===== src/rtl/mips_state_controller.sv =====
// mips_state_controller
// Multicycle sequencer for the MIPS core. Produces the decoder state
// (FETCH/EXEC1/EXEC2/HALT) and holds it while the memory bus stalls. A stall
// watchdog sends the core to HALT with a sticky bus_error. The block also keeps
// the active flag and saturating cycle and retired-instruction counters.
//
// Ports
//   clk          core clock, rising edge
//   reset_n      asynchronous active-low reset
//   halt         decoder halt request, sampled in FETCH
//   extra        instruction needs EXEC2, sampled in EXEC1
//   mem_read     decoder MemRead for the current state
//   mem_write    decoder MemWrite for the current state
//   waitrequest  memory bus stall
//   state        current state (FETCH=00 EXEC1=01 EXEC2=10 HALT=11)
//   active       high until the core halts
//   stall        combinational; freezes PC and register-file writes this cycle
//   bus_error    sticky watchdog flag
//   cycle_count  cycles counted while active
//   instr_count  retired instructions
//
// state | meaning
// FETCH | instruction fetch; halt request honoured here
// EXEC1 | first execute cycle; extra selects EXEC2
// EXEC2 | second execute cycle (load/store)
// HALT  | absorbing; only reset leaves it
module mips_state_controller #(
   parameter int CNT_W   = 32,
   parameter int TIMEOUT = 255,
   parameter int TO_W    = 8
) (
   input  logic             clk,
   input  logic             reset_n,
   input  logic             halt,
   input  logic             extra,
   input  logic             mem_read,
   input  logic             mem_write,
   input  logic             waitrequest,
   output logic [1:0]       state,
   output logic             active,
   output logic             stall,
   output logic             bus_error,
   output logic [CNT_W-1:0] cycle_count,
   output logic [CNT_W-1:0] instr_count
);

   typedef enum logic [1:0] {
      S_FETCH = 2'b00,
      S_EXEC1 = 2'b01,
      S_EXEC2 = 2'b10,
      S_HALT  = 2'b11
   } state_t;

   // Terminal count of the stall counter; unused when the watchdog is disabled.
   localparam logic [TO_W-1:0] TO_LAST = (TIMEOUT > 0) ? TO_W'(TIMEOUT - 1) : '0;

   state_t          state_q;
   state_t          state_d;
   logic [TO_W-1:0] stall_cnt;
   logic            mem_access;
   logic            timeout_hit;
   logic            retire;

   assign state = state_q;

   always_comb begin
      mem_access  = (mem_read | mem_write) & (state_q != S_HALT);
      stall       = mem_access & waitrequest;
      timeout_hit = (TIMEOUT > 0) && stall && (stall_cnt == TO_LAST);
      retire      = 1'b0;
      state_d     = state_q;

      case (state_q)
         S_FETCH: begin
            if (halt)
               state_d = S_HALT;
            else if (!stall)
               state_d = S_EXEC1;
         end
         S_EXEC1: begin
            if (!stall) begin
               if (extra) begin
                  state_d = S_EXEC2;
               end else begin
                  state_d = S_FETCH;
                  retire  = 1'b1;
               end
            end
         end
         S_EXEC2: begin
            if (!stall) begin
               state_d = S_FETCH;
               retire  = 1'b1;
            end
         end
         default: state_d = S_HALT;
      endcase

      // The watchdog only fires on a stalled cycle, so it never races a retire.
      if (timeout_hit)
         state_d = S_HALT;
   end

   always_ff @(posedge clk or negedge reset_n) begin
      if (!reset_n) begin
         state_q     <= S_FETCH;
         active      <= 1'b1;
         bus_error   <= 1'b0;
         stall_cnt   <= '0;
         cycle_count <= '0;
         instr_count <= '0;
      end else begin
         state_q <= state_d;
         // HALT is absorbing, so active can follow the next state directly.
         active  <= (state_d != S_HALT);

         if (timeout_hit)
            bus_error <= 1'b1;

         if (!stall)
            stall_cnt <= '0;
         else if (stall_cnt != '1)
            stall_cnt <= stall_cnt + TO_W'(1);

         if (active && (cycle_count != '1))
            cycle_count <= cycle_count + CNT_W'(1);

         if (retire && active && (instr_count != '1))
            instr_count <= instr_count + CNT_W'(1);
      end
   end

endmodule


===== config.mk =====
export PLATFORM = sky130hd
export DESIGN_NAME = mips_state_controller
export DESIGN_NICKNAME = d
export VERILOG_FILES = /design/src/rtl/mips_state_controller.sv
export SDC_FILE = /design/constraint.sdc
export NUM_CORES = 1
export LEC_CHECK = 0
export BUFFER_PORTS_ARGS = -buffer_cell sky130_fd_sc_hd__buf_2
export CORE_MARGIN = 5
export CORE_UTILIZATION = 56
export CTS_BUF_LIST = sky130_fd_sc_hd__clkbuf_16
export DETAILED_ROUTE_END_ITERATION = 10
export GPL_TIMING_DRIVEN = 1
export HOLD_SLACK_MARGIN = 0.12
export PLACE_DENSITY = 0.87
export SYNTH_ARGS = -nofsm -noshare
export SYNTH_HDL_FRONTEND = slang
export SYNTH_SLANG_ARGS = --single-unit

===== constraint.sdc =====
create_clock -name clk -period 3.55 [get_ports clk]
set_clock_uncertainty 0.15 [all_clocks]
set_input_delay 0.8875 -clock clk [delete_from_list [all_inputs] [get_ports clk]]
set_output_delay 0.8875 -clock clk [all_outputs]
set_load 0.05 [all_outputs]

# == Word-level counts from Yosys, hierarchy flattened ==
# Index checks and enable logic that the tools add are counted.
# totals
regBits,76
inputBits,7
out_inout_bits,69
word_cells,39
# classes
n_addsub,3
n_eq_ne,9
muxes,13
bitwise_logic,3
n_reduce_logical,5
# op_table
operator,count
32-bit by 1-bit adder with 32-bit output (second input constant),2
32-bit != test (second input constant),2
8-bit 2-to-1 mux,2
2-bit 2-to-1 mux,6
8-bit by 1-bit adder with 8-bit output (second input constant),1
8-bit equality test (second input constant),1
8-bit != test (second input constant),1
2-bit case mux with 3 select lines,1
1-bit logical AND,4
2-bit != test (second input constant),2
1-bit 2-to-1 mux,3
1-bit AND,2
2-bit by 1-bit equality test with 1-bit output (second input constant),1
2-bit equality test (second input constant),1
2-bit logical NOT,1
2-bit by 1-bit != test with 1-bit output (second input constant),1
1-bit case mux with 2 select lines,1
1-bit bitwise OR,1

# == Logic depth before layout (Yosys ltp) ==
# logic_depth
depth_word,8
depth_mapped,8

# == Least setup slack after synthesis ==
# Ideal clock, no wire load.
# synth_path
path_kind,input-to-output
startpoint,input port mem_write
endpoint,output port stall
arrival_time_ns,1.855
t_required_ns,2.513
setup_slack_ns,0.658
path_stages,4
n_path_buf,1
cell_sequence,o21ai_0 > nand2b_1 > buf_2 > inv_1
# synth_via
elab_chain_len,3
# synth_lines
element,line,rtl
start: declaration,37,"input logic mem_write,"
1-bit bitwise OR,67,mem_access = (mem_read | mem_write) & (state_q != S_HALT);
1-bit AND,67,
1-bit AND,68,stall = mem_access & waitrequest;
end: declaration,41,"output logic stall,"
# No other way between the ends.

# == Final worst setup path ==
# Ends and elaborated chain as after synthesis.

==> impl_metrics.py <==
metrics = {
    "run_status": {
        "status": "finished, final reports clean",
    },
    "clock_tree": {
        "clk_pin_slew_ns": 0.06,
        "cts_setup_buffers": 0,
        "numCtsBuffers": 9,
        "ctsHtreeMaxLevel": 3,
        "cts_sinks": 76,
        "cts-root-buf": "clkbuf_16",
        "clockBufferDepth": 2,
        "clkLatencyLatePin_ns": 0.33,
        "cts-hold-fix-buffers": 0,
        "ctsResizeCount": 0,
        "cts_tree": "yes",
    },
    "placement": {
        "place_area_um2": 4380,
        "dp_hpwl_mm": 6.07,
        "place_congestion": 0.857,
        "port_buffers": 75,
        "dp_cells": 537,
        "dp_slack_ns": 0.512,
    },
    "global_routing": {
        "grt_pass1_vias": 3015,
        "grt_use_total_pct": 20.2,
        "grt_start_max_net_pins": 77,
        "grt_remaining_overflow": 0,
        "grt_pass1_wl_mm": 14.2,
        "antenna_found_initial": 0,
    },
    "worst_setup_path": {
        "cp.arrival_ns": 2.00,
        "crit_fanout": 9,
        "cp.required_ns": 2.51,
        "cp-start-kind": "input pin",
        "critPathCaptureType": "output port",
        "path_class": "input pin to output port",
        "reg2regPathDepth": 6,
    },
    "layout": {
        "post-route-cell-area_um2": 4660,
        "fillCellCount": 535,
        "drive_gt1_share_pct": 24.6,
        "fin_nets": 467,
        "stdcell_count": 552,
        "synthToLayoutAreaGrowth_pct": 18.8,
        "antenna_cells": 0,
    },
    "route": {
        "dr.first_iter.drc_count": 127,
        "via_count": 3161,
        "ant_nets": 0,
        "dr.pass1.iters": 5,
        "drc": 0,
        "drt-total-wl_mm": 8.45,
        "via_per_inst": 5.73,
        "wire_per_inst_um": 15.3,
    },
    "pwr": {
        "p_leak_nw": 2.31,
        "peakVddDrop_mv": 0.323,
        "p_per_area_nw_per_um2": 376,
    },
    "timing": {
        "holdWs_ns": 0.327,
        "timing.final.ws_setup_ns": 0.516,
        "finalCritPeriodShare_pct": 85.5,
        "drv_slew": 0,
        "fmax_ghz": 0.330,
        "rsz0062_at_grt": "false",
        "finalHoldViolCount": 0,
        "fin_crit_ns": 3.03,
        "finalSetupViolCount": 0,
        "tightest_slew_ns": 0.941,
        "relSlewSlack_pct": 37.3,
        "setup_tns_ns": 0,
    },
    "logic_synthesis": {
        "synth_seq_area_share_pct": 48.5,
        "yosys-top-cells-area": "dfrtp_1 (48%), xnor2_1 (8.3%), xor2_1 (4.5%)",
        "async_flop_share_pct": 100,
        "synthFlopType": "dfrtp_1",
        "synthTopCellsByCount": "dfrtp_1 (75), xnor2_1 (37), nand3_1 (31), nand2_1 (27), nand4_1 (22)",
        "synth_area_per_cell_um2": 10.5,
        "synth_edf_count": 0,
        "synth.distinct_cells": 53,
        "netlist_area_um2": 3920,
        "post-synth-top-count-cell": "dfrtp_1",
        "ys_seq_elements": 76,
        "synth.top_cell.area_share_pct": 47.8,
        "synth_top_area_cell": "dfrtp_1",
        "synth_cells": 374,
        "synth_nets": 389,
        "ys_warn_count": 0,
    },
    "hold_path": {
        "min_path_cells": 1,
        "hold_path_class": "flip-flop to flip-flop",
    },
    "floorplanning": {
        "rows": 30,
        "die_h_um": 93.7,
        "dieArea_um2": 8780,
        "num_io_pins": 76,
        "die_w_um": 93.7,
        "fp.coreArea_um2": 6790,
        "start_util_pct": 57.8,
    },
    "flow_run": {
        "cap_violations": 0,
    },
}
-- per-layer routing --
| metal | vias to the layer above | wire [um] | GRT usage (%) |
|---|---|---|---|
| li1 | 1521 | - | - |
| met1 | 1543 | 3760 | 27.4 |
| met2 | 87 | 4100 | 32.6 |
| met3 | 10 | 465 | 3.37 |
| met4 | 0 | 122 | 7.70 |
| met5 | - | 0 | 0 |
-- worst max-delay path, stage by stage --
cell	delay, ns
buf_2	0.09
o21ai_0	0.15
buf_4	0.17
nand2b_1	0.29
inv_1	0.16
buf_2	0.24
-- flip-flops by register name, indices dropped and copies added (netlist names) --
register     flops
active           1
state            2
instr_count     32
stall_cnt        8
cycle_count     32
bus_error        1
-- kinds of logic (layout without fill, tap and decap cells) --
kind of cell | after synthesis | count (layout) | synth area share (%)
AOI/OAI and AO/OA | 41 | 41 | 7.17
xor gates and xnor gates | 57 | 57 | 12.7
adders and majority gates | 8 | 8 | 2.55
buffers and inverters | 22 | 104 | 2.58
DFF | 76 | 76 | 48.5
muxes | 3 | 3 | 0.829
and+or+nand+nor | 167 | 167 | 25.6
-- worst paths after layout --
kind | from | to | slack, ns
min | cycle_count[26] | cycle_count[26] | 0.33
min reg2reg | cycle_count[26] | cycle_count[26] | 0.33
max | mem_write | stall | 0.52
max reg2reg | cycle_count[0] | cycle_count[21] | 1.13
min in group asynchronous | reset_n | instr_count[1] | 0.55
max in group asynchronous | reset_n | state[0] | 2.07
-- area by class of cell --
type | instances | area (um^2) | area share (%)
tap | 96 | 120 | 2.58
clock inverter | 6 | 56.3 | 1.21
inverter | 12 | 45.0 | 0.966
sequential | 76 | 1900 | 40.8
multi-input combinational | 276 | 1920 | 41.2
timing repair buffer | 77 | 393 | 8.43
clock buffer | 9 | 225 | 4.83
-- power breakdown --
| group | switching, mW | total (mW) | internal (mW) | leakage, nW |
|---|---|---|---|---|
| clock | 0.332 | 0.865 | 0.533 | 0.140 |
| sequential | 0 | 0.867 | 0.867 | 1.04 |
| combinational | 0.0183 | 0.0221 | 0.00380 | 1.13 |
| total | 0.350 | 1.75 | 1.40 | 2.31 |
-- layout by cell type, fill, tap and decap left out, types with 2 or more instances in the layout --
master and n:
or2_2 3, clkinv_2 2, a21oi_1 10, and3_1 12, nand2b_1 2, nor2_1 18
nor4_1 8, o31ai_1 2, a31oi_1 7, xor2_1 20, and2_1 3, nor4b_1 2
clkbuf_16 9, inv_1 12, a211oi_1 4, nand3_1 31, xnor2_1 37, dfrtp_1 75
buf_2 74, nand4b_1 2, nand4_1 22, ha_1 8, nor3_1 9, buf_4 3
o21ai_0 7, nand2_1 27, nor3_2 2, clkinv_1 2, or4_4 3, and4_1 10
nor4_4 3, mux2_2 2, nor2b_1 2
-- per-stage QoR --
| step | util (%) | total power [mW] |
|---|---|---|
| after floorplan | - | 0.884 |
| after global placement | 64.5 | 0.905 |
| after detailed placement | 64.5 | 0.906 |
| after CTS | 68.6 | 1.77 |
| after global routing | 68.6 | 1.82 |
| final | 68.6 | 1.75 |
Note: power is estimated with default switching activity, not from simulation.
